File: src/rtl/data_ram_ctrl_pkg.sv
// data_ram_ctrl_pkg: shared bus widths for the data RAM controller
package data_ram_ctrl_pkg;

    localparam int DATA_BUS    = 32;
    localparam int ADDR_BUS    = 32;
    localparam int MEM_SEL_BUS = DATA_BUS / 8;

endpackage

File: src/rtl/data_ram_ctrl.sv
// data_ram_ctrl: MEM-stage load/store controller for a req/addr_ok/data_ok bus
module data_ram_ctrl
    import data_ram_ctrl_pkg::*;
#(
    parameter int ADDR_W = ADDR_BUS,
    parameter int DATA_W = DATA_BUS,
    parameter int SEL_W  = MEM_SEL_BUS
) (
    input  logic              clk,
    input  logic              rst,
    input  logic              flush,
    input  logic              stall_in,
    input  logic              mem_read_flag_in,
    input  logic              mem_write_flag_in,
    input  logic [SEL_W-1:0]  mem_sel_in,
    input  logic [ADDR_W-1:0] mem_addr_in,
    input  logic [DATA_W-1:0] mem_write_data_in,
    output logic              ram_req,
    output logic              ram_we,
    output logic [SEL_W-1:0]  ram_sel,
    output logic [ADDR_W-1:0] ram_addr,
    output logic [DATA_W-1:0] ram_wdata,
    input  logic              ram_addr_ok,
    input  logic              ram_data_ok,
    input  logic [DATA_W-1:0] ram_rdata,
    output logic [DATA_W-1:0] ram_read_data_out,
    output logic              stall_request
);

    typedef enum logic [2:0] {
        S_IDLE,
        S_REQ,
        S_WAIT,
        S_DONE,
        S_DISCARD
    } state_t;

    state_t            r_state;
    state_t            w_next;
    logic              r_we;
    logic [SEL_W-1:0]  r_sel;
    logic [ADDR_W-1:0] r_addr;
    logic [DATA_W-1:0] r_wdata;
    logic [DATA_W-1:0] r_rdata;
    logic              w_access;
    logic              w_issue;
    logic              w_capture;

    // a flushed instruction never counts as an access; both flags set means store
    assign w_access  = (mem_read_flag_in | mem_write_flag_in) & ~flush;
    assign w_issue   = (r_state == S_IDLE) & w_access;
    assign w_capture = (r_state == S_WAIT) & ram_data_ok & ~flush & ~r_we;

    // state register
    always_ff @(posedge clk or negedge rst) begin
        if (!rst) r_state <= S_IDLE;
        else      r_state <= w_next;
    end

    // next state: flush abandons REQ outright, but a WAIT already on the bus must drain via DISCARD
    always_comb begin
        w_next = r_state;
        case (r_state)
            S_IDLE:    w_next = w_access ? S_REQ : S_IDLE;
            S_REQ:     w_next = flush ? S_IDLE : (ram_addr_ok ? S_WAIT : S_REQ);
            S_WAIT:    w_next = ram_data_ok ? (flush ? S_IDLE : S_DONE) : (flush ? S_DISCARD : S_WAIT);
            S_DONE:    w_next = stall_in ? S_DONE : S_IDLE;
            S_DISCARD: w_next = ram_data_ok ? S_IDLE : S_DISCARD;
            default:   w_next = S_IDLE;
        endcase
    end

    // bus fields latch once at issue and stay stable for the whole request; load data latches on completion
    always_ff @(posedge clk or negedge rst) begin
        if (!rst) begin
            r_we    <= 1'b0;
            r_sel   <= '0;
            r_addr  <= '0;
            r_wdata <= '0;
            r_rdata <= '0;
        end else begin
            if (w_issue) begin
                r_we    <= mem_write_flag_in;
                r_sel   <= mem_sel_in;
                r_addr  <= mem_addr_in;
                r_wdata <= mem_write_data_in;
            end
            if (w_capture) r_rdata <= ram_rdata;
        end
    end

    assign ram_req           = r_state == S_REQ;
    assign ram_we            = r_we;
    assign ram_sel           = r_sel;
    assign ram_addr          = r_addr;
    assign ram_wdata         = r_wdata;
    assign ram_read_data_out = r_rdata;
    // gated by rst so a pending access cannot raise a stall while reset is held
    assign stall_request     = rst & (w_issue | (r_state == S_REQ) | (r_state == S_WAIT) |
                                      ((r_state == S_DISCARD) & w_access));

endmodule

File: config.mk
export PLATFORM = sky130hd
export DESIGN_NAME = data_ram_ctrl
export DESIGN_NICKNAME = d
export VERILOG_FILES = /design/src/rtl/data_ram_ctrl_pkg.sv /design/src/rtl/data_ram_ctrl.sv
export SDC_FILE = /design/constraint.sdc
export NUM_CORES = 1
export LEC_CHECK = 0
export CAP_MARGIN = 25
export CORE_ASPECT_RATIO = 1.2
export CORE_MARGIN = 2
export CORE_UTILIZATION = 55
export DETAILED_ROUTE_END_ITERATION = 10
export DONT_BUFFER_PORTS = 1
export PLACE_DENSITY = 0.71
export SKIP_CTS_REPAIR_TIMING = 1
export SLEW_MARGIN = 10
export SYNTH_ARGS = -nofsm -noshare
export SYNTH_HDL_FRONTEND = slang
export SYNTH_SLANG_ARGS = --single-unit
File: constraint.sdc
create_clock -name clk -period 2.3 [get_ports clk]
set_clock_uncertainty 0.15 [all_clocks]
set_input_delay 0.69 -clock clk [delete_from_list [all_inputs] [get_ports clk]]
set_output_delay 0.69 -clock clk [all_outputs]
set_load 0.02 [all_outputs]
# Word-level counts from Yosys, hierarchy flattened
# Cells that the tools add are included.
totals:
  register_bits: 104
  in_bits: 108
  output_inout_bits: 103
  word_cells: 33
classes:
  n_eq_ne: 4
  mux: 9
  bitwise_logic: 13
  n_reduce_logical: 1
ops:
  columns: ["operator", "count"]
  rows:
  - ["one-hot mux 3 bit (5 select lines)", 1]
  - ["two-way mux 3 bit", 3]
  - ["two-way mux 2 bit", 4]
  - ["bitwise AND 1 bit", 7]
  - ["equality test 3 x 2 -> 1 bit (second input constant)", 2]
  - ["OR 1 bit", 4]
  - ["equality test 3 x 1 -> 1 bit (second input constant)", 1]
  - ["equality test 3 bit (second input constant)", 1]
  - ["zero test 3 bit", 1]
  - ["inverter 1 bit", 2]
  - ["two-way mux 1 bit", 1]

# Longest topological paths before layout
depth:
  depth_word: 7
  mapped_depth: 6
  mapped_depth_nobuf: 3

# Least setup slack after synthesis
# Ideal clock, no wire load.
synth_path:
  path_kind: "input port to flip-flop"
  start: "input flush"
  end: "register r_addr[0] (netlist: ram_addr[0])"
  t_arrival_ns: 1.824
  t_required_ns: 2.025
  path_slack_ns: 0.201
  stages: 5
  n_path_buf: 2
  cell_sequence: "nor2_4 -> or4b_1 -> buf_2 -> buf_6 -> mux2_4"
synth_via:
  elab_chain_len: 3
synth_lines:
  columns: ["element", "line_no", "source"]
  rows:
  - ["start, declared", "data_ram_ctrl.sv:11", "input logic flush,"]
  - ["inverter 1 bit", "data_ram_ctrl.sv:50", "assign w_access = (mem_read_flag_in | mem_write_flag_in) & ~flush;"]
  - ["bitwise AND 1 bit", "data_ram_ctrl.sv:50", null]
  - ["bitwise AND 1 bit", "data_ram_ctrl.sv:51", "assign w_issue = (r_state == S_IDLE) & w_access;"]
  - ["end signal, assigned", "data_ram_ctrl.sv:85", "r_addr <= mem_addr_in;"]
  - ["end, declared", "data_ram_ctrl.sv:42", "logic [ADDR_W-1:0] r_addr;"]
# No other way between the ends.
# A chain may end at the register's enable or synchronous reset.

# Worst setup path in the final report
layout_path:
  start: "register r_state[1]"
  end: "output stall_request"
layout_via:
  elab_chain_len: 6
  elab_cells_between_ends: 10
layout_lines:
  columns: ["element", "line_no", "source"]
  rows:
  - ["start, declared", "data_ram_ctrl.sv:38", "state_t r_state;"]
  - ["start signal, assigned", "data_ram_ctrl.sv:57", "else r_state <= w_next;"]
  - ["zero test 3 bit", "data_ram_ctrl.sv:51", null]
  - ["bitwise AND 1 bit", "data_ram_ctrl.sv:51", null]
  - ["OR 1 bit (2 in series)", "data_ram_ctrl.sv:99", "assign stall_request = rst & (w_issue | (r_state == S_REQ) | (r_state == S_WAIT) |"]
  - ["OR 1 bit (*)", "data_ram_ctrl.sv:99", null]
  - ["bitwise AND 1 bit (*)", "data_ram_ctrl.sv:99", null]
  - ["end, declared", "data_ram_ctrl.sv:27", "output logic stall_request"]
# Every way passes the cells marked *; elsewhere a longest branch is shown, timed or not.

==> run metrics <==
endpoints failing hold 104; Die Width 84.3 um; Final min period 2.18 ns; most common cell in the synthesized netlist dfrtp_1; multi-input logic area 0.00155 mm^2; nets@finish 350; fin cells 337; relative slew slack 65.9%; WL/cell 22.3 um; crit share post-route 94.8%; largest net degree at the start of global routing 106; diodes inserted 0; met2 usage 29.2%; PortBufs 0; FFs w/ async S/R, synth 100%; syn_nets 349; clock slew at reported path FFs 0.09 ns; CP endpoint kind output port; hpwl dp 5.34 mm; vias in the first global route 2082; RD Place Congestion 0.730; 1st-iter DRT viols 69; CTS Sinks 104; row cnt 35; PwrDens 1630 mW/mm^2; Worst Tran Pin Value 0.511 ns; P_leak 2.23 nW; critical path class register to output port; share of cells above drive strength 1 50.6%; Yosys warning count 0; FMAX 459 MHz; Max Cap Viol 0; Worst Hold Class primary input to async pin; CP max FO 9; EDFF count, synth 0; FILL cells 570; Vias 1957; final hold slack -0.122 ns; met3 GRT Util 5.92%; mapped cell area 0.00425 mm^2; Synth area leader dfrtp_1; required time of the worst setup path 1.46 ns; unrepaired setup endpoints after global routing no; H-tree levels 3; post-route setup slack 0.120 ns; initial antenna violation count 0; pins over their slew limit 0; ANT nets after route 0; pre-CTS WS 0.105 ns; number of buffers created by CTS 9; TritonCTS clock tree done; CP arrival 1.34 ns; ys flop type dfrtp_1; die area 0.00846 mm^2; final setup violation count 0; M1 GR Usage 21.0%; sequential area share after synthesis 61.2%; Pre-antenna DRT Iters 4; Reg area 0.00261 mm^2; synthesized instance count 241; CP Launch Type register; first-pass GRT wire length 11.5 mm; post-synth top area share 61.2%; grt ovf 0; dpl cells 323; GR peak layer met2; WL final 7.50 mm; main area contributors after synthesis dfrtp_1 (61%), mux2_4 (24%), mux2_2 (8.5%); worst-skew pair later-pin latency 0.33 ns; Area Overhead vs Synth 6.00%; initial core utilization 56.2%; Yosys reg bits 104; clk root buf clkbuf_8; DP Area 0.00431 mm^2; post-route DRC violation count 0; Design Area, Final 0.00451 mm^2; VDD IR max 0.780 mV; Max Buffers Root-to-Sink 2; Ports 211; core area 0.00758 mm^2; Vias/cell 5.81; status complete, but fails checks; failing checks hold timing; Core Util, Final 59.5%; Synth top cells by count dfrtp_1 (104), mux2_4 (69), mux2_2 (32), buf_6 (8); Cell variety after synth 22; Die H 100 um; GRT Total Usage 17.7%; syn_area_per_cell 17.7 um^2
-- cells by family after synthesis --
kind of cell    synth area share, %
compound gates                0.853
buf+inv                        2.76
mux                            32.8
xor+xnor                      0.206
flops                          61.2
simple gates                   2.18
-- cell usage in the layout (no fill, tap or decap) --
| cell type | n |
|---|---|
| o21a_2 | 1 |
| buf_12 | 2 |
| nor2_4 | 1 |
| nor2_1 | 4 |
| mux2_2 | 32 |
| nor2b_1 | 2 |
| o311ai_0 | 1 |
| or4b_4 | 1 |
| a21oi_1 | 3 |
| nand3_1 | 2 |
| clkinvlp_4 | 1 |
| dfrtp_1 | 102 |
| nor4_2 | 1 |
| xnor2_1 | 1 |
| and2_1 | 1 |
| o21ai_0 | 1 |
| nand4b_1 | 1 |
| clkbuf_8 | 10 |
| nor3b_1 | 1 |
| bufinv_16 | 1 |
| mux2_4 | 69 |
| nor3_1 | 1 |
| inv_6 | 1 |
| dfrtp_2 | 2 |
| inv_1 | 1 |
| clkinv_4 | 1 |
| buf_4 | 1 |
-- power by group --
group | leakage, nW | switching (mW) | internal (mW)
Sequential | 1.26 | 1.86 | 2.74
Combinational | 0.867 | 0.465 | 1.22
Clock | 0.0948 | 0.570 | 0.527
-- routing by layer --
metal / part of all wire [%] / vias to the layer above
li1: - / 835
met1: 36 / 984
met2: 53 / 124
met3: 9.1 / 14
met4: 2.0 / 0
met5: 0 / -
-- final timing paths --
check | start | end | slack, ns | cells past startpoint
max | r_state[1]$_DFF_PN0_ | stall_request | 0.12 | 2
min | rst | ram_read_data_out[6]$_DFFE_PN0P_ | -0.12 | 0
max reg2reg | r_state[0]$_DFF_PN0_ | ram_sel[1]$_DFFE_PN0P_ | 0.25 | 4
min reg2reg | r_state[2]$_DFF_PN0_ | r_state[1]$_DFF_PN0_ | 0.43 | 1
max in group asynchronous | rst | r_state[1]$_DFF_PN0_ | 1.97 | 0
min in group clk | ram_data_ok | r_state[2]$_DFF_PN0_ | 0.27 | 1
-- sequential cells by signal, indices dropped and copies added (netlist names) --
name / cells
ram_sel: 4
ram_read_data_out: 32
r_state: 3
ram_addr: 32
ram_wdata: 32
ram_we: 1
-- layout make-up --
cell class                      count  share of cell area (%)
Sequential cell                   104                    57.8
Multi-Input combinational cell    123                    34.3
Clock buffer                       10                    3.05
Tap cell                           92                    2.55
Clock inverter                      4                    1.22
Timing Repair Buffer                3                    1.05
Inverter                            1                  0.0832
-- worst max-delay path, stage by stage (launching register included) --
cell	delay [ns]
dfrtp_2	0.48
nor4_2	0.29
o21a_2	0.24
-- per-stage QoR --
step / TNS, ns / hold slack [ns] / total power [mW]
2_1_floorplan: 0 / 0.244 / 5.97
3_3_place_gp: 0 / 0.246 / 6.23
3_5_place_dp: 0 / 0.246 / 6.32
4_1_cts: -0.0127 / -0.148 / 7.44
5_1_grt: 0 / -0.159 / 7.72
6_report: 0 / -0.122 / 7.37
(Power assumes the default switching activity.)
